`src/rtl/source_c_pkg.sv`:
```
// source_c shared types: TileLink C opcodes, FSM states, beat entry layout.
// Also fixes the block geometry and the store/FIFO timing constants.
package source_c_pkg;

   localparam int DATA_W        = 128;
   localparam int BLOCK_BEATS   = 4;
   localparam int WAY_W         = 3;
   localparam int SET_W         = 10;
   localparam int TAG_W         = 12;
   localparam int SOURCE_W      = 6;
   localparam int BS_LAT        = 2;
   localparam int DEPTH         = 4;
   localparam int BLOCK_SIZE_LG = 6;
   localparam int BEAT_W        = $clog2(BLOCK_BEATS);
   localparam int CNT_W         = $clog2(DEPTH + 1);
   localparam int FILL_W        = $clog2(DEPTH + BS_LAT + 1);

   localparam logic [2:0] PROBE_ACK      = 3'd4;
   localparam logic [2:0] PROBE_ACK_DATA = 3'd5;
   localparam logic [2:0] RELEASE        = 3'd6;
   localparam logic [2:0] RELEASE_DATA   = 3'd7;

   typedef enum logic {IDLE, ISSUE} state_e;

   typedef struct packed {
      logic [2:0]          opcode;
      logic [2:0]          param;
      logic [SOURCE_W-1:0] source;
      logic [TAG_W-1:0]    tag;
      logic [SET_W-1:0]    set;
      logic [WAY_W-1:0]    way;
   } req_t;

   typedef struct packed {
      logic [2:0]          opcode;
      logic [2:0]          param;
      logic [SOURCE_W-1:0] source;
      logic [31:0]         address;
      logic [DATA_W-1:0]   data;
   } beat_t;

   function automatic logic [31:0] block_addr(
      input logic [TAG_W-1:0] tag,
      input logic [SET_W-1:0] set
   );
      return {{(32 - TAG_W - SET_W - BLOCK_SIZE_LG){1'b0}},
              tag, set, {BLOCK_SIZE_LG{1'b0}}};
   endfunction

endpackage

```
`src/rtl/source_c_if.sv`:
```
// source_c bus bundle: MSHR request, banked-store read, outbound C channel.
// master = the C source itself, slave = its environment.
interface source_c_if;
   import source_c_pkg::*;

   logic                io_req_valid;
   logic                io_req_ready;
   logic [2:0]          io_req_bits_opcode;
   logic [2:0]          io_req_bits_param;
   logic [SOURCE_W-1:0] io_req_bits_source;
   logic [TAG_W-1:0]    io_req_bits_tag;
   logic [SET_W-1:0]    io_req_bits_set;
   logic [WAY_W-1:0]    io_req_bits_way;

   logic                io_bs_adr_valid;
   logic                io_bs_adr_ready;
   logic                io_bs_adr_bits_noop;
   logic [WAY_W-1:0]    io_bs_adr_bits_way;
   logic [SET_W-1:0]    io_bs_adr_bits_set;
   logic [1:0]          io_bs_adr_bits_beat;
   logic [1:0]          io_bs_adr_bits_mask;
   logic [DATA_W-1:0]   io_bs_dat_data;

   logic                io_c_valid;
   logic                io_c_ready;
   logic [2:0]          io_c_bits_opcode;
   logic [2:0]          io_c_bits_param;
   logic [2:0]          io_c_bits_size;
   logic [SOURCE_W-1:0] io_c_bits_source;
   logic [31:0]         io_c_bits_address;
   logic [DATA_W-1:0]   io_c_bits_data;
   logic                io_c_bits_corrupt;
   logic                io_busy;

   modport master (
      input  io_req_valid, io_req_bits_opcode, io_req_bits_param,
             io_req_bits_source, io_req_bits_tag, io_req_bits_set,
             io_req_bits_way, io_bs_adr_ready, io_bs_dat_data,
             io_c_ready,
      output io_req_ready, io_bs_adr_valid, io_bs_adr_bits_noop,
             io_bs_adr_bits_way, io_bs_adr_bits_set,
             io_bs_adr_bits_beat, io_bs_adr_bits_mask, io_c_valid,
             io_c_bits_opcode, io_c_bits_param, io_c_bits_size,
             io_c_bits_source, io_c_bits_address, io_c_bits_data,
             io_c_bits_corrupt, io_busy
   );

   modport slave (
      output io_req_valid, io_req_bits_opcode, io_req_bits_param,
             io_req_bits_source, io_req_bits_tag, io_req_bits_set,
             io_req_bits_way, io_bs_adr_ready, io_bs_dat_data,
             io_c_ready,
      input  io_req_ready, io_bs_adr_valid, io_bs_adr_bits_noop,
             io_bs_adr_bits_way, io_bs_adr_bits_set,
             io_bs_adr_bits_beat, io_bs_adr_bits_mask, io_c_valid,
             io_c_bits_opcode, io_c_bits_param, io_c_bits_size,
             io_c_bits_source, io_c_bits_address, io_c_bits_data,
             io_c_bits_corrupt, io_busy
   );

endinterface

```
`src/rtl/source_c_beat_fifo.sv`:
```
// First-word-fall-through beat FIFO; count_o feeds the issue credit.
// Ports: write side (wr_*), read side (rd_*), occupancy count_o.
module source_c_beat_fifo #(
   parameter int DEPTH = 4,
   parameter int W     = 8
) (
   input  logic                         clock,
   input  logic                         reset,
   input  logic                         wr_valid_i,
   input  logic [W-1:0]                 wr_data_i,
   output logic                         rd_valid_o,
   input  logic                         rd_ready_i,
   output logic [W-1:0]                 rd_data_o,
   output logic [$clog2(DEPTH+1)-1:0]   count_o
);

   localparam int PW = (DEPTH > 1) ? $clog2(DEPTH) : 1;
   localparam int CW = $clog2(DEPTH + 1);

   logic [W-1:0]  mem_q [DEPTH];
   logic [PW-1:0] wp_q, wp_d, rp_q, rp_d;
   logic [CW-1:0] cnt_q, cnt_d;
   logic          wr_en, rd_en;

   function automatic logic [PW-1:0] inc(input logic [PW-1:0] p);
      return (p == PW'(DEPTH - 1)) ? '0 : p + 1'b1;
   endfunction

   assign rd_valid_o = (cnt_q != '0);
   assign rd_data_o  = mem_q[rp_q];
   assign count_o    = cnt_q;
   assign wr_en      = wr_valid_i && (cnt_q != CW'(DEPTH));
   assign rd_en      = rd_valid_o && rd_ready_i;

   always_comb begin
      wp_d  = wr_en ? inc(wp_q) : wp_q;
      rp_d  = rd_en ? inc(rp_q) : rp_q;
      cnt_d = cnt_q;
      unique case ({wr_en, rd_en})
         2'b10:   cnt_d = cnt_q + 1'b1;
         2'b01:   cnt_d = cnt_q - 1'b1;
         default: cnt_d = cnt_q;
      endcase
   end

   always_ff @(posedge clock or negedge reset) begin
      if (!reset) begin
         wp_q  <= '0;
         rp_q  <= '0;
         cnt_q <= '0;
      end else begin
         wp_q  <= wp_d;
         rp_q  <= rp_d;
         cnt_q <= cnt_d;
      end
   end

   always_ff @(posedge clock) begin
      if (wr_en) mem_q[wp_q] <= wr_data_i;
   end

endmodule

```
`src/rtl/source_c.sv`:
```
// Outbound TileLink C source: turns MSHR release/probe-ack requests into
// ordered C beats. Ports: clock, reset (async low), io bundle (source_c_if).
module source_c
   import source_c_pkg::*;
(
   input  logic       clock,
   input  logic       reset,
   source_c_if.master io
);

   state_e            state_q, state_d;
   req_t              req_q, req_d;
   logic [BEAT_W-1:0] cnt_q, cnt_d;
   logic [BS_LAT-1:0] pv_q, pd_q;
   beat_t             ph_q [BS_LAT];

   logic              req_fire, has_data, last, credit, slot;
   logic              pipe_exit, fifo_valid;
   logic [CNT_W-1:0]  fifo_cnt;
   logic [FILL_W-1:0] fill;
   beat_t             hdr, enq_beat, deq_beat;

   assign req_fire = io.io_req_valid && io.io_req_ready;
   assign has_data = req_q.opcode[0];
   assign last     = !has_data || (cnt_q == BEAT_W'(BLOCK_BEATS - 1));

   // Credit counts beats in flight through the pipe so a slot never
   // issues without a guaranteed FIFO entry; all terms are registered.
   always_comb begin
      fill = FILL_W'(fifo_cnt);
      for (int i = 0; i < BS_LAT; i++) fill = fill + FILL_W'(pv_q[i]);
   end
   assign credit = (fill < FILL_W'(DEPTH));

   always_ff @(posedge clock or negedge reset) begin
      if (!reset) state_q <= IDLE;
      else        state_q <= state_d;
   end

   always_comb begin
      state_d = state_q;
      unique case (state_q)
         IDLE:    if (req_fire) state_d = ISSUE;
         ISSUE:   if (slot && last) state_d = IDLE;
         default: state_d = IDLE;
      endcase
   end

   always_comb begin
      io.io_req_ready    = 1'b0;
      io.io_bs_adr_valid = 1'b0;
      slot               = 1'b0;
      unique case (state_q)
         IDLE:    io.io_req_ready = reset;
         ISSUE: begin
            io.io_bs_adr_valid = has_data && credit;
            slot = has_data ? (credit && io.io_bs_adr_ready) : credit;
         end
         default: ;
      endcase
   end

   always_comb begin
      req_d = req_q;
      cnt_d = cnt_q;
      if (req_fire) begin
         req_d = '{opcode: io.io_req_bits_opcode,
                   param:  io.io_req_bits_param,
                   source: io.io_req_bits_source,
                   tag:    io.io_req_bits_tag,
                   set:    io.io_req_bits_set,
                   way:    io.io_req_bits_way};
         cnt_d = '0;
      end else if (slot) begin
         cnt_d = cnt_q + 1'b1;
      end
   end

   always_ff @(posedge clock or negedge reset) begin
      if (!reset) begin
         req_q <= '0;
         cnt_q <= '0;
      end else begin
         req_q <= req_d;
         cnt_q <= cnt_d;
      end
   end

   assign hdr = '{opcode:  req_q.opcode,
                  param:   req_q.param,
                  source:  req_q.source,
                  address: block_addr(req_q.tag, req_q.set),
                  data:    '0};

   // Dataless slots ride the same pipe so they stay behind earlier beats.
   always_ff @(posedge clock or negedge reset) begin
      if (!reset) begin
         pv_q <= '0;
         pd_q <= '0;
         for (int i = 0; i < BS_LAT; i++) ph_q[i] <= '0;
      end else begin
         pv_q    <= {pv_q[BS_LAT-2:0], slot};
         pd_q    <= {pd_q[BS_LAT-2:0], has_data};
         ph_q[0] <= hdr;
         for (int i = 1; i < BS_LAT; i++) ph_q[i] <= ph_q[i-1];
      end
   end

   assign pipe_exit = pv_q[BS_LAT-1];

   always_comb begin
      enq_beat = ph_q[BS_LAT-1];
      if (pd_q[BS_LAT-1]) enq_beat.data = io.io_bs_dat_data;
   end

   source_c_beat_fifo #(
      .DEPTH (DEPTH),
      .W     ($bits(beat_t))
   ) u_fifo (
      .clock      (clock),
      .reset      (reset),
      .wr_valid_i (pipe_exit),
      .wr_data_i  (enq_beat),
      .rd_valid_o (fifo_valid),
      .rd_ready_i (io.io_c_ready),
      .rd_data_o  (deq_beat),
      .count_o    (fifo_cnt)
   );

   assign io.io_bs_adr_bits_noop = 1'b0;
   assign io.io_bs_adr_bits_way  = req_q.way;
   assign io.io_bs_adr_bits_set  = req_q.set;
   assign io.io_bs_adr_bits_beat = cnt_q;
   assign io.io_bs_adr_bits_mask = 2'b11;

   assign io.io_c_valid        = fifo_valid;
   assign io.io_c_bits_opcode  = deq_beat.opcode;
   assign io.io_c_bits_param   = deq_beat.param;
   assign io.io_c_bits_size    = 3'(BLOCK_SIZE_LG);
   assign io.io_c_bits_source  = deq_beat.source;
   assign io.io_c_bits_address = deq_beat.address;
   assign io.io_c_bits_data    = deq_beat.data;
   assign io.io_c_bits_corrupt = 1'b0;

   assign io.io_busy = (state_q == ISSUE) || (|pv_q) || fifo_valid;

endmodule

```
`src/flat_wrapper.sv`:
```
// flat-port wrapper written by rule: the top's interface ports become plain ports
module source_c_flat import source_c_pkg::*;
  (clock, reset, io_io_req_valid, io_io_req_bits_opcode, io_io_req_bits_param, io_io_req_bits_source, io_io_req_bits_tag, io_io_req_bits_set, io_io_req_bits_way, io_io_bs_adr_ready, io_io_bs_dat_data, io_io_c_ready, io_io_req_ready, io_io_bs_adr_valid, io_io_bs_adr_bits_noop, io_io_bs_adr_bits_way, io_io_bs_adr_bits_set, io_io_bs_adr_bits_beat, io_io_bs_adr_bits_mask, io_io_c_valid, io_io_c_bits_opcode, io_io_c_bits_param, io_io_c_bits_size, io_io_c_bits_source, io_io_c_bits_address, io_io_c_bits_data, io_io_c_bits_corrupt, io_io_busy);
  source_c_if io_i ();
  input  logic clock;
  input  logic reset;
  input wire logic [$bits(io_i.io_req_valid)-1:0] io_io_req_valid;
  input wire logic [$bits(io_i.io_req_bits_opcode)-1:0] io_io_req_bits_opcode;
  input wire logic [$bits(io_i.io_req_bits_param)-1:0] io_io_req_bits_param;
  input wire logic [$bits(io_i.io_req_bits_source)-1:0] io_io_req_bits_source;
  input wire logic [$bits(io_i.io_req_bits_tag)-1:0] io_io_req_bits_tag;
  input wire logic [$bits(io_i.io_req_bits_set)-1:0] io_io_req_bits_set;
  input wire logic [$bits(io_i.io_req_bits_way)-1:0] io_io_req_bits_way;
  input wire logic [$bits(io_i.io_bs_adr_ready)-1:0] io_io_bs_adr_ready;
  input wire logic [$bits(io_i.io_bs_dat_data)-1:0] io_io_bs_dat_data;
  input wire logic [$bits(io_i.io_c_ready)-1:0] io_io_c_ready;
  output wire logic [$bits(io_i.io_req_ready)-1:0] io_io_req_ready;
  output wire logic [$bits(io_i.io_bs_adr_valid)-1:0] io_io_bs_adr_valid;
  output wire logic [$bits(io_i.io_bs_adr_bits_noop)-1:0] io_io_bs_adr_bits_noop;
  output wire logic [$bits(io_i.io_bs_adr_bits_way)-1:0] io_io_bs_adr_bits_way;
  output wire logic [$bits(io_i.io_bs_adr_bits_set)-1:0] io_io_bs_adr_bits_set;
  output wire logic [$bits(io_i.io_bs_adr_bits_beat)-1:0] io_io_bs_adr_bits_beat;
  output wire logic [$bits(io_i.io_bs_adr_bits_mask)-1:0] io_io_bs_adr_bits_mask;
  output wire logic [$bits(io_i.io_c_valid)-1:0] io_io_c_valid;
  output wire logic [$bits(io_i.io_c_bits_opcode)-1:0] io_io_c_bits_opcode;
  output wire logic [$bits(io_i.io_c_bits_param)-1:0] io_io_c_bits_param;
  output wire logic [$bits(io_i.io_c_bits_size)-1:0] io_io_c_bits_size;
  output wire logic [$bits(io_i.io_c_bits_source)-1:0] io_io_c_bits_source;
  output wire logic [$bits(io_i.io_c_bits_address)-1:0] io_io_c_bits_address;
  output wire logic [$bits(io_i.io_c_bits_data)-1:0] io_io_c_bits_data;
  output wire logic [$bits(io_i.io_c_bits_corrupt)-1:0] io_io_c_bits_corrupt;
  output wire logic [$bits(io_i.io_busy)-1:0] io_io_busy;
  assign io_i.io_req_valid = io_io_req_valid;
  assign io_i.io_req_bits_opcode = io_io_req_bits_opcode;
  assign io_i.io_req_bits_param = io_io_req_bits_param;
  assign io_i.io_req_bits_source = io_io_req_bits_source;
  assign io_i.io_req_bits_tag = io_io_req_bits_tag;
  assign io_i.io_req_bits_set = io_io_req_bits_set;
  assign io_i.io_req_bits_way = io_io_req_bits_way;
  assign io_i.io_bs_adr_ready = io_io_bs_adr_ready;
  assign io_i.io_bs_dat_data = io_io_bs_dat_data;
  assign io_i.io_c_ready = io_io_c_ready;
  assign io_io_req_ready = io_i.io_req_ready;
  assign io_io_bs_adr_valid = io_i.io_bs_adr_valid;
  assign io_io_bs_adr_bits_noop = io_i.io_bs_adr_bits_noop;
  assign io_io_bs_adr_bits_way = io_i.io_bs_adr_bits_way;
  assign io_io_bs_adr_bits_set = io_i.io_bs_adr_bits_set;
  assign io_io_bs_adr_bits_beat = io_i.io_bs_adr_bits_beat;
  assign io_io_bs_adr_bits_mask = io_i.io_bs_adr_bits_mask;
  assign io_io_c_valid = io_i.io_c_valid;
  assign io_io_c_bits_opcode = io_i.io_c_bits_opcode;
  assign io_io_c_bits_param = io_i.io_c_bits_param;
  assign io_io_c_bits_size = io_i.io_c_bits_size;
  assign io_io_c_bits_source = io_i.io_c_bits_source;
  assign io_io_c_bits_address = io_i.io_c_bits_address;
  assign io_io_c_bits_data = io_i.io_c_bits_data;
  assign io_io_c_bits_corrupt = io_i.io_c_bits_corrupt;
  assign io_io_busy = io_i.io_busy;
  source_c u_core (.clock(clock), .reset(reset), .io(io_i));
endmodule
```
`config.mk`:
```
export PLATFORM = sky130hd
export DESIGN_NAME = source_c_flat
export DESIGN_NICKNAME = d
export VERILOG_FILES = /design/src/rtl/source_c_pkg.sv /design/src/rtl/source_c_if.sv /design/src/rtl/source_c_beat_fifo.sv /design/src/rtl/source_c.sv /design/src/flat_wrapper.sv
export SDC_FILE = /design/constraint.sdc
export NUM_CORES = 1
export LEC_CHECK = 0
export ABC_CLOCK_PERIOD_IN_PS = 5300
export BUFFER_PORTS_ARGS = -buffer_cell sky130_fd_sc_hd__buf_2
export CAP_MARGIN = 15
export CORE_ASPECT_RATIO = 0.9
export CORE_UTILIZATION = 45
export DETAILED_ROUTE_END_ITERATION = 6
export PLACE_DENSITY = 0.76
export SYNTH_ARGS = -nofsm -noshare
export SYNTH_HDL_FRONTEND = slang
export SYNTH_SLANG_ARGS = --single-unit
```
`constraint.sdc`:
```
create_clock -name clock -period 5.3 [get_ports clock]
set_input_delay 1.06 -clock clock [delete_from_list [all_inputs] [get_ports clock]]
set_output_delay 1.06 -clock clock [all_outputs]
set_load 0.05 [all_outputs]
```
# Word level (Yosys, flattened, before mapping)
# Memory sizes are Yosys's and may differ from the RTL's.
# Cells that the tools add are included.
# totals
wordCells	66
mem_bits_rw	648
mem_count	1
romBits	0
latch_bits	0
regBits	119
output_inout_bits	198
# memory_table
name	depth	word_bits	read_ports	rd_clocked_by_memory_dff	write_ports	line	text
u_core.u_fifo.mem_q	4	162	1	0	1	source_c_beat_fifo.sv:20	logic [W-1:0] mem_q [DEPTH];
# classes
order_cmp	1
eq_ne	6
n_bitwise	1
multipliers	0
shifts	0
mux	15
addsub	7
n_div	0
n_reduce_logical	14
# ops
operator	n
128-bit two-way mux	1
2-bit == test, second input constant	4
1-bit two-way mux	8
2-bit two-way mux	4
2-bit by 1-bit adder with 2-bit output, second input constant	3
3-bit by 1-bit adder with 3-bit output	2
1-bit logical AND	6
3-bit case mux with 2 select lines	1
2-bit nonzero test	2
3-bit by 1-bit adder with 3-bit output, second input constant	1
1-bit logical OR	3
3-bit < comparator, second input constant	1
3-bit inequality test, second input constant	1
3-bit nonzero test	1
3-bit by 1-bit subtractor with 3-bit output, second input constant	1
2-bit by 1-bit == test with 1-bit output, second input constant	1
1-bit case mux with 2 select lines	1
2-bit OR reduction	1
1-bit logical NOT	1
1-bit NOT	1

# Logic depth before layout (Yosys ltp)
# Gate-level depths: netlist of the first run.
# logic_depth
depth_word	9
ltp_mapped	9
depth_no_buf	9

# Modules after synthesis
# A second synthesis of the first run with hierarchy kept.
# hier_totals
cells_unflattened	1274
hier_area_um2	29878.7
# by_module_without_submodules
module	cells_each	instances	area_per_inst_um2
source_c_beat_fifo	940	1	25376.8
source_c	334	1	4501.8

# Least setup slack after synthesis of the first run
# Ideal clock, no wire load.
# synth_path
path_kind	reg2reg
from	register u_core.u_fifo.cnt_q[0] (netlist: u_core.u_fifo.count_o[0])
to	memory u_core.u_fifo.mem_q[0][0] (netlist bit) (enable)
synth_period_minus_slack_ns	5.162
setup_slack_ns	0.138
path_buffers	0
path_stages_with_launch	4
setup_ns	0.541
arrival_time_ns	4.620
cell_sequence	dfrtp_1 -> inv_1 -> a31oi_1 -> and2_1
# synth_between
elab_chain_len	4
# synth_lines
item	line	text
start: declaration	source_c_beat_fifo.sv:22	logic [CW-1:0] cnt_q, cnt_d;
start signal: assignment	source_c_beat_fifo.sv:54	cnt_q <= cnt_d;
3-bit inequality test	source_c_beat_fifo.sv:32	assign wr_en = wr_valid_i && (cnt_q != CW'(DEPTH));
1-bit logical AND	source_c_beat_fifo.sv:32	
1-bit two-way mux	source_c_beat_fifo.sv:59	if (wr_en) mem_q[wp_q] <= wr_data_i;
1-bit two-way mux (implied by the code)	source_c_beat_fifo.sv:59	
end: declaration	source_c_beat_fifo.sv:20	
# Every way passes these cells.

# Final worst setup path of the first run
# layout_path
from	register u_core.u_fifo.rp_q[0]
to	output io_io_c_bits_address[6]
# layout_between
elab_chain_len	1
# layout_lines
item	line	text
start: declaration	source_c_beat_fifo.sv:21	logic [PW-1:0] wp_q, wp_d, rp_q, rp_d;
start signal: assignment	source_c_beat_fifo.sv:53	rp_q <= rp_d;
memory read 4 x 162 bit	n/a	
end: declaration	flat_wrapper.sv:29	output wire logic [$bits(io_i.io_c_bits_address)-1:0] io_io_c_bits_address;
# Every way passes these cells.

==> impl_metrics.toml, run 1 <==
[finish]
final_nets = 1796
layout-drive-gt1-share_pct = 40.4
finalNonFillerCells = 2513
area_growth_syn_to_layout_pct = 17.8
n_fill_cell = 4730
post-route-util_pct = 53.9

[yosys]
synth_top_area_share_pct = 69.0
synth-seq-cells = 765
synth_cells = 1233
seq_area_frac_synth_pct = 79.4
avgSynthCellArea_sq_um = 22.9
synth_area_leader_cell = "edfxtp_1"
ys_types = 33
synth_area_leaders = "edfxtp_1, mux4_2, dfrtp_1"
ys_warn_count = 0
syn_area_sq_mm = 0.0282

[worst_setup_path]
crit_chain = "buf_4 -> mux4_2 -> buf_2"
worst-setup-path-type = "reg2out"
cp.required_ps = 4240
worst_ep_arrival_time_ps = 3040
cp_top_family = "flip-flops"
rr_endpoint = "u_core.u_fifo.mem_q[2][49]"
r2r_slack_ps = 2260
startpoint = "u_core.u_fifo.rp_q[0]"
path_max_fanout = 42
crit_buf_inv = 2
end_kind = "output port"
cp_slowest_cell = "dfrtp_4"
slowest_delay_ps = 1100
start_kind = "register"
r2r_start = "u_core.u_fifo.count_o[0]"
reg2reg_depth = 4

[placed_design]
gp_congestion = 0.749
io_buffers = 350
place_hpwl_um = 32400
numPlacedInstances = 2375

[clock_tree]
cts_resized = 0
cts_made_buffers = 76
numClockSinks = 765
ctsHtreeMaxLevel = 3
clockRootBuffer = "clkbuf_16"
clk_latency_ps = 600
cts_tree = "done"
cts.path.max_buffers = 3
hold_buffers = 0
postCtsSetupRepairBufs = 0
clk_pin_slew_worst_paths_ps = 60

[global_route]
grt_first_pass_wirelength_um = 83100
grt_pass1_vias = 14200
antenna_found_initial = 6
track_usage_pct = 17.5
met3_usage_pct = 4.52
use_met1_pct = 23.0
overflow = 0
grt_busiest_layer = "met2"
grt_start_max_net_pins = 81
use_met2_pct = 28.8

[route]
num_vias = 13100
wl_per_cell_um = 21.9
drtPass1Iterations = 5
drc = 0
wl_um = 55100
drtIter0Drc = 1151
viasPerCell = 5.21
ant_nets = 0

[sta]
post-route-period-util_pct = 77.4
hold_ws_ps = 343
finalSetupViolCount = 0
finalHoldViolCount = 0
rsz0062_at_grt = "false"
worst_slew_pin_slew_ps = 1110
tns_ps = 0
period_needed_ps = 4100
slew_violations = 0
relSlewSlack_pct = 26.3
max_freq_mhz = 244
clock_skew_ps = 19.7

[power]
clkPwrFrac_pct = 24.1
sw_frac_of_total_pct = 37.3
intPower_mw = 13.4
comb_power_share_pct = 34.2
p_seq_share_pct = 41.7
switchingPower_mw = 7.94
ir_drop_v = 0.000497
power-per-cell-area_mw_per_mm2 = 641
p_leak_nw = 11.8

[run]
cap_viol_max_count = 0

[floorplanning]
num_io_pins = 368
die_h_um = 239
die_w_um = 266
start_util_pct = 45.8
dieArea_sq_mm = 0.0637
fp-row-count = 86
coreArea_sq_mm = 0.0615

[hold_path]
hold_class = "reg2reg"
hp-start = "u_core.ph_q[333]"
holdPathEnd = "u_core.enq_beat[161]"
whs_path_depth = 0

[outcome]
status = "completed"
==> layout make-up <==
| cell class | instances | area, sq um | share of cell area (%) |
|---|---|---|---|
| Antenna cell | 3 | 7.51 | 0.0226 |
| Clock buffer | 104 | 2070 | 6.24 |
| Inverter | 11 | 41.3 | 0.124 |
| Tap cell | 836 | 1050 | 3.15 |
| Timing Repair Buffer | 372 | 2030 | 6.12 |
| Multi-Input combinational cell | 391 | 5310 | 16.0 |
| Clock inverter | 31 | 302 | 0.908 |
| Sequential cell | 765 | 22400 | 67.5 |
==> power groups by stage <==
stage / sequential (mW) / clock (mW) / combinational [mW]
2_1_floorplan: 8.68 / 0 / 5.95
3_3_place_gp: 8.92 / 0 / 7.28
3_5_place_dp: 9.02 / 0 / 7.37
4_1_cts: 8.91 / 5.26 / 7.40
5_1_grt: 9.01 / 5.47 / 7.66
6_report: 8.88 / 5.13 / 7.28
==> metrics by stage <==
step / setup WS, ps / cell area, sq um / total power [mW]
floorplan: 138 / 28300 / 14.6
global placement: 1750 / 30800 / 16.2
detailed placement: 1730 / 30800 / 16.4
CTS: 1040 / 33200 / 21.6
global route: 960 / 33200 / 22.1
finish: 1200 / 33200 / 21.3
==> cells in the final DEF (no fill, tap or decap), types with 14 or more instances in the layout <==
cell type  count
edfxtp_1     648
dfrtp_1      114
clkbuf_16     79
mux4_2       162
buf_4         14
buf_2        349
clkbuf_1      25
clkinv_1      16
and2_1       128
mux2_2        38
conb_1        17
==> cells in the mapped netlist (all sizes together) <==
library cell  number
nor2b              1
conb               2
a21oi              3
nor2               3
and2             132
xnor2              1
nor3               1
a31oi              1
a21bo              1
mux2i              3
mux4             162
or4                1
ha                 8
o21ai              3
edfxtp           648
xor2               2
fa                 1
and3               1
nand2              7
nand2b             1
or3                1
o22ai              1
inv               11
clkbuf            15
mux2              38
o221ai             1
buf               66
a21o               1
dfrtp            117
==> cell families after synthesis <==
family / synth area share (%)
buffers and inverters: 2.02
multiplexers: 14.6
flip-flops: 79.4
other: 0.0266
adder cells (fa/ha/maj): 0.426
AO/OA/AOI/OAI: 0.280
AND/OR/NAND/NOR: 3.19
XOR/XNOR: 0.0932
==> how the worst max path moves through the flow <==
stage / to / slack (ps) / cells after the start
detailed placement: io_io_c_bits_data[6] / 1730 / 3
finish: io_io_c_bits_address[6] / 1200 / 3
CTS: io_io_c_bits_data[6] / 1040 / 3
global route: io_io_c_bits_address[21] / 960 / 3
floorplan: u_core.u_fifo.mem_q[0][0] / 140 / 3
global placement: io_io_c_bits_param[2] / 1750 / 3
==> flip-flops by register name, summed over array words and instances, names as in the netlist <==
register and cells:
u_core.enq_beat 34, u_core.has_data 1, u_core.hdr 23, u_core.io.io_bs_adr_bits_beat 2, u_core.io.io_bs_adr_bits_set 10, u_core.io.io_bs_adr_bits_way 3, u_core.pd_q 1, u_core.ph_q 33
u_core.pv_q 2, u_core.state_q 1, u_core.u_fifo.count_o 3, u_core.u_fifo.mem_q 648, u_core.u_fifo.rp_q 2, u_core.u_fifo.wp_q 2
==> per-layer routing <==
metal	share of wire (%)	vias up
met1	41	6872
met3	7.0	77
met4	1.9	6
li1	-	5686
met5	0.082	-
met2	50	453
Note: power is estimated with default switching activity, not from simulation.
==> run 2: changes to the inputs <==
--- a/config.mk
+++ b/config.mk
@@ -5,13 +5,13 @@
 export SDC_FILE = /design/constraint.sdc
 export NUM_CORES = 1
 export LEC_CHECK = 0
-export ABC_CLOCK_PERIOD_IN_PS = 5300
+export ABC_CLOCK_PERIOD_IN_PS = 4250
 export BUFFER_PORTS_ARGS = -buffer_cell sky130_fd_sc_hd__buf_2
 export CAP_MARGIN = 15
 export CORE_ASPECT_RATIO = 0.9
 export CORE_UTILIZATION = 45
 export DETAILED_ROUTE_END_ITERATION = 6
-export PLACE_DENSITY = 0.76
+export PLACE_DENSITY = 0.74
 export SYNTH_ARGS = -nofsm -noshare
 export SYNTH_HDL_FRONTEND = slang
 export SYNTH_SLANG_ARGS = --single-unit
==> constraint.sdc (replaced) <==
create_clock -name clock -period 4.25 [get_ports clock]
set_input_delay 0.85 -clock clock [delete_from_list [all_inputs] [get_ports clock]]
set_output_delay 0.85 -clock clock [all_outputs]
set_load 0.05 [all_outputs]
==> impl_metrics.toml, run 2 (synthesized netlist as in run 1, its figures left out) <==
[clock_tree]
clk_latency_ps = 600
cts.path.max_buffers = 3
cts_made_buffers = 75
clockRootBuffer = "clkbuf_16"
hold_buffers = 0
cts_resized = 0
postCtsSetupRepairBufs = 0
numClockSinks = 765
ctsHtreeMaxLevel = 3
cts_tree = "done"
clk_pin_slew_worst_paths_ps = 60

[finish]
largest_reg_flops = 648
final_cell_mix = "edfxtp_1, buf_2, mux4_2"
final_common_cell = "edfxtp_1"
top_register = "u_core.u_fifo.mem_q"
area_growth_syn_to_layout_pct = 19.3
final_nets = 1820
layout-drive-gt1-share_pct = 42.6

[worst_setup_path]
cp_slowest_cell = "dfrtp_4"
cp_top_family = "flip-flops"
crit_chain = "buf_4 -> mux4_2 -> buf_2"
start_kind = "register"
path_max_fanout = 63
r2r_start = "u_core.u_fifo.count_o[0]"
slowest_delay_ps = 1110
cp.required_ps = 3400
worst-setup-path-type = "reg2out"
r2r_slack_ps = 1490
crit_buf_inv = 2
end_kind = "output port"
rr_endpoint = "u_core.u_fifo.mem_q[3][22]"
reg2reg_depth = 4
worst_ep_arrival_time_ps = 2710

[sta]
max_freq_mhz = 281
slew_violations = 0
rsz0062_at_grt = "false"
tns_ps = 0
period_needed_ps = 3560
clock_skew_ps = 18.6
setup_ws_ps = 694
finalHoldViolCount = 0
finalSetupViolCount = 0
worst_slew_pin_slew_ps = 1080
relSlewSlack_pct = 27.9
post-route-period-util_pct = 83.7

[global_route]
overflow = 0
antenna_found_initial = 4
grt_start_max_net_pins = 74
track_usage_pct = 17.3
grt_pass1_vias = 14100
grt_first_pass_wirelength_um = 82300

[outcome]
status = "completed"

[floorplanning]
dieArea_sq_mm = 0.0637
start_util_pct = 45.8
die_h_um = 239
fp-row-count = 86
num_io_pins = 368
die_w_um = 266
coreArea_sq_mm = 0.0615

[route]
num_vias = 13200
wl_per_cell_um = 21.5
viasPerCell = 5.18
wl_um = 54700
drc = 0
ant_nets = 0
drtPass1Iterations = 5
drtIter0Drc = 895

[run]
cap_viol_max_count = 0

[placed_design]
place_hpwl_um = 33400
place_ws_ps = 1270
gp_congestion = 0.735
io_buffers = 350

[power]
ir_drop_v = 0.000523
p_leak_nw = 12.0
power-per-cell-area_mw_per_mm2 = 802

[hold_path]
hold_class = "in2async"
## run 2: cell count changes in the layout (fill, tap and decap cells not counted), moves of 2 or more
cell / before / now
buf_4: 14 / 33
clkbuf_1: 25 / 12
clkinv_2: 4 / 15
clkinv_1: 16 / 9
buf_12: 9 / 15
clkbuf_8: 0 / 6
bufinv_16: 5 / 8
clkinvlp_4: 0 / 3
inv_6: 4 / 1
clkinv_4: 0 / 2
## run 2: metrics by stage
stage	util, %	hold WS (ps)	power, mW	cells	area, sq um
2_1_floorplan	-	331	18.2	1248	28300
3_3_place_gp	50.5	332	20.3	2400	31100
3_5_place_dp	50.5	335	20.5	2400	31100
4_1_cts	54.6	256	27.3	2538	33600
5_1_grt	54.6	276	28.0	2539	33600
6_report	54.6	261	27.0	2540	33600
## run 2: where the power goes
group | total, mW | switching [mW] | internal, mW | leakage [nW]
registers | 11.0 | 0.839 | 10.1 | 7.31
logic | 9.29 | 6.38 | 2.91 | 3.46
clock network | 6.72 | 2.74 | 3.97 | 1.25
## run 2: worst max path at each step
| stage | startpoint | end | slack (ps) | depth (start not counted) |
|---|---|---|---|---|
| 2_1_floorplan | u_core.u_fifo.count_o[0] | u_core.u_fifo.mem_q[3][0] | 870 | 3 |
| 3_3_place_gp | u_core.u_fifo.rp_q[1] | io_io_c_bits_address[15] | 1280 | 3 |
| 3_5_place_dp | reset | u_core.hdr[167] | 1270 | 4 |
| 4_1_cts | u_core.u_fifo.rp_q[1] | io_io_c_bits_data[3] | 590 | 3 |
| 5_1_grt | u_core.u_fifo.rp_q[0] | io_io_c_bits_address[15] | 560 | 3 |
| 6_report | u_core.u_fifo.rp_q[1] | io_io_c_bits_data[76] | 690 | 3 |
## run 2: final cells by class
type | instances | area (sq um)
Sequential cell | 765 | 22400
Timing Repair Buffer | 397 | 2290
Inverter | 11 | 41.3
Multi-Input combinational cell | 391 | 5310
Clock buffer | 96 | 2080
Fill cell | 4683 | 27900
Antenna cell | 2 | 5.00
Clock inverter | 42 | 457
Tap cell | 836 | 1050
## run 2: per-layer routing
layer | up-vias | track usage (%) | wire length, um
met5 | - | 0 | 23
met2 | 405 | 29.3 | 28100
met4 | 4 | 5.92 | 1390
met3 | 105 | 3.81 | 3180
met1 | 6920 | 22.2 | 22100
li1 | 5732 | - | -
## run 2: worst register-to-register path, delay by kind of cell (launching register included)
kind,cells,cell delay (ps)
compound gates,1,630
buf+inv,2,550
flops,1,400
simple gates,1,840
==> run 3: changes to the inputs <==
--- a/config.mk
+++ b/config.mk
@@ -5,13 +5,14 @@
 export SDC_FILE = /design/constraint.sdc
 export NUM_CORES = 1
 export LEC_CHECK = 0
-export ABC_CLOCK_PERIOD_IN_PS = 4250
+export ABC_AREA = 1
+export ABC_CLOCK_PERIOD_IN_PS = 2950
 export BUFFER_PORTS_ARGS = -buffer_cell sky130_fd_sc_hd__buf_2
 export CAP_MARGIN = 15
 export CORE_ASPECT_RATIO = 0.9
 export CORE_UTILIZATION = 45
 export DETAILED_ROUTE_END_ITERATION = 6
-export PLACE_DENSITY = 0.74
+export PLACE_DENSITY = 0.76
 export SYNTH_ARGS = -nofsm -noshare
 export SYNTH_HDL_FRONTEND = slang
 export SYNTH_SLANG_ARGS = --single-unit
==> constraint.sdc (replaced) <==
create_clock -name clock -period 2.95 [get_ports clock]
set_input_delay 0.59 -clock clock [delete_from_list [all_inputs] [get_ports clock]]
set_output_delay 0.59 -clock clock [all_outputs]
set_load 0.05 [all_outputs]
==> impl_metrics.toml, run 3 <==
[outcome]
status = "completed"

[yosys]
synth_cells = 2099
ys_top_cells_by_count = "edfxtp_1, nor2_1, o21ai_0"
ys.flop_type = "edfxtp_1"
syn_area_sq_mm = 0.0290
ys_warn_count = 0
seq_area_frac_synth_pct = 77.1
synth_most_common_cell = "edfxtp_1"
synth_edf_count = 648
synth_top_area_share_pct = 67.0
synth_area_leader_cell = "edfxtp_1"
synthArstFlopShare_pct = 15.3
synth-seq-cells = 765
ys_types = 29
avgSynthCellArea_sq_um = 13.8
synth_area_leaders = "edfxtp_1, dfrtp_1, o21ai_0"

[sta]
finalSetupViolCount = 0
max_freq_mhz = 342
relSlewSlack_pct = 46.8
setup_ws_ps = 22.0
rsz0062_at_grt = "true"
period_needed_ps = 2930
post-route-period-util_pct = 99.3
finalHoldViolCount = 0
worst_slew_pin_slew_ps = 799
slew_violations = 0
hold_ws_ps = 99.1
clock_skew_ps = 22.7

[route]
num_vias = 18100
drtIter0Drc = 1762
wl_per_cell_um = 20.4
viasPerCell = 5.39
met2WireLength_um = 34300
wl_um = 68500
route.met3.wl_um = 4630
drtPass1Iterations = 5
routed.top_layer = "met4"
drc = 0
met1Wirelength_um = 27600
ant_nets = 0

[run]
cap_viol_max_count = 0

[clock_tree]
cts_tree = "done"
ctsHtreeMaxLevel = 3
clk_latency_ps = 610
hold_buffers = 0
numClockSinks = 765
cts.path.max_buffers = 3
clockRootBuffer = "clkbuf_16"
clk_pin_slew_worst_paths_ps = 60
cts_made_buffers = 78

[worst_setup_path]
cp.required_ps = 2360
cp_slowest_cell = "dfrtp_4"
crit_buf_inv = 2
critPathCapture = "io_io_c_bits_data[10]"
start_kind = "register"
worst_ep_arrival_time_ps = 2340
crit_chain = "buf_12 -> o21ai_0 -> o22ai_1 -> buf_4"
worst-path-stages = 4
rr_endpoint = "u_core.u_fifo.count_o[2]"
startpoint = "u_core.u_fifo.rp_q[0]"
worst-setup-path-type = "reg2out"
slowest_delay_ps = 480
r2r_start = "u_core.u_fifo.count_o[2]"
path_max_fanout = 112
r2r_slack_ps = 400
reg2reg_depth = 10
cp_top_family = "buffers and inverters"
end_kind = "output port"

[power]
power-per-cell-area_mw_per_mm2 = 1270
ir_drop_v = 0.000892
total_power_mw = 44.1
p_leak_nw = 13.7

[floorplanning]
num_io_pins = 368
dieArea_sq_mm = 0.0655
coreArea_sq_mm = 0.0632
die_w_um = 270
start_util_pct = 45.9
fp-row-count = 87
die_h_um = 243

[finish]
area_growth_syn_to_layout_pct = 20.0
final_nets = 2624
n_fill_cell = 4937
top_register = "u_core.u_fifo.mem_q"
seqCellArea_sq_mm = 0.0224
layout-drive-gt1-share_pct = 22.5
final_cell_mix = "edfxtp_1, nor2_1, o21ai_0"
largest_reg_flops = 648
final_common_cell = "edfxtp_1"
multi_input_area_sq_mm = 0.00538
finalNonFillerCells = 3354

[global_route]
grt_first_pass_wirelength_um = 100000
overflow = 0
track_usage_pct = 19.7
grt_pass1_vias = 18000
grt_start_max_net_pins = 118
antenna_found_initial = 4

[placed_design]
numPlacedInstances = 3202
place_hpwl_um = 37200
io_buffers = 350
gp_congestion = 0.788
place_ws_ps = 413

[hold_path]
hold_class = "in2async"
run 3: cell count changes after synthesis, moves of 36 or more:
cell     change
buf_2       +52
nand2_1    +137
o22ai_1    +161
and2_1     -132
mux2_4      +36
mux4_2     -162
inv_1      +137
nor2_1     +328
mux2_2      -37
o21ai_0    +313
run 3: worst min-delay path by stage:
| stage | start | end | slack, ps |
|---|---|---|---|
| after global routing | reset | u_core.enq_beat[160] | 140 |
| after global placement | u_core.ph_q[333] | u_core.enq_beat[161] | 330 |
| final | reset | u_core.io.io_bs_adr_bits_set[0] | 100 |
| after floorplan | reset | u_core.enq_beat[134] | 290 |
| after CTS | reset | u_core.hdr[160] | 90 |
| after detailed placement | u_core.ph_q[323] | u_core.enq_beat[151] | 330 |
run 3: what timing repair did:
item / in CTS / in global routing
pin swaps: 0 / 3
buffers inserted: 0 / 2
resized for setup: 62 / 74
cloned: 0 / 6
endpoints found under the setup margin: 70 / 114
run 3: routing by layer:
metal | vias to the layer above | track usage, %
li1 | 8156 | -
met1 | 9033 | 25.1
met2 | 768 | 33.5
met3 | 129 | 3.51
met4 | 0 | 8.10
met5 | - | 0
run 3: power by group:
| part | switching, mW | internal [mW] | leakage, nW |
|---|---|---|---|
| combinational | 13.8 | 5.04 | 5.14 |
| clock | 4.00 | 5.30 | 1.17 |
| sequential | 1.03 | 15.0 | 7.36 |
| total | 18.8 | 25.3 | 13.7 |
run 3: layout make-up:
class,instances,share of cell area [%]
clock inverters,38,0.931
flip-flops and latches,765,64.3
well taps,845,3.04
multi-input cells,1048,15.5
clock buffers,102,6.01
inverters,150,1.65
diodes,4,0.0288
repair buffers,402,8.55
run 3: logic make-up after synthesis:
group	after synthesis	share of synthesized area [%]
flops	765	77.1
compound gates	495	9.24
xor+xnor	2	0.0604
fa+ha+maj	9	0.414
other cells	2	0.0259
mux	37	1.90
simple gates	488	6.42
buf+inv	301	4.80
run 3: metrics by stage:
stage | TNS (ps) | cell area (sq um) | utilization [%]
2_1_floorplan | -419910 | 29100 | -
6_report | 0 | 34800 | 55.0
4_1_cts | -0.0810 | 34500 | 54.5
3_5_place_dp | 0 | 31800 | 50.4
5_1_grt | -1530 | 34800 | 55.0
3_3_place_gp | 0 | 31800 | 50.4
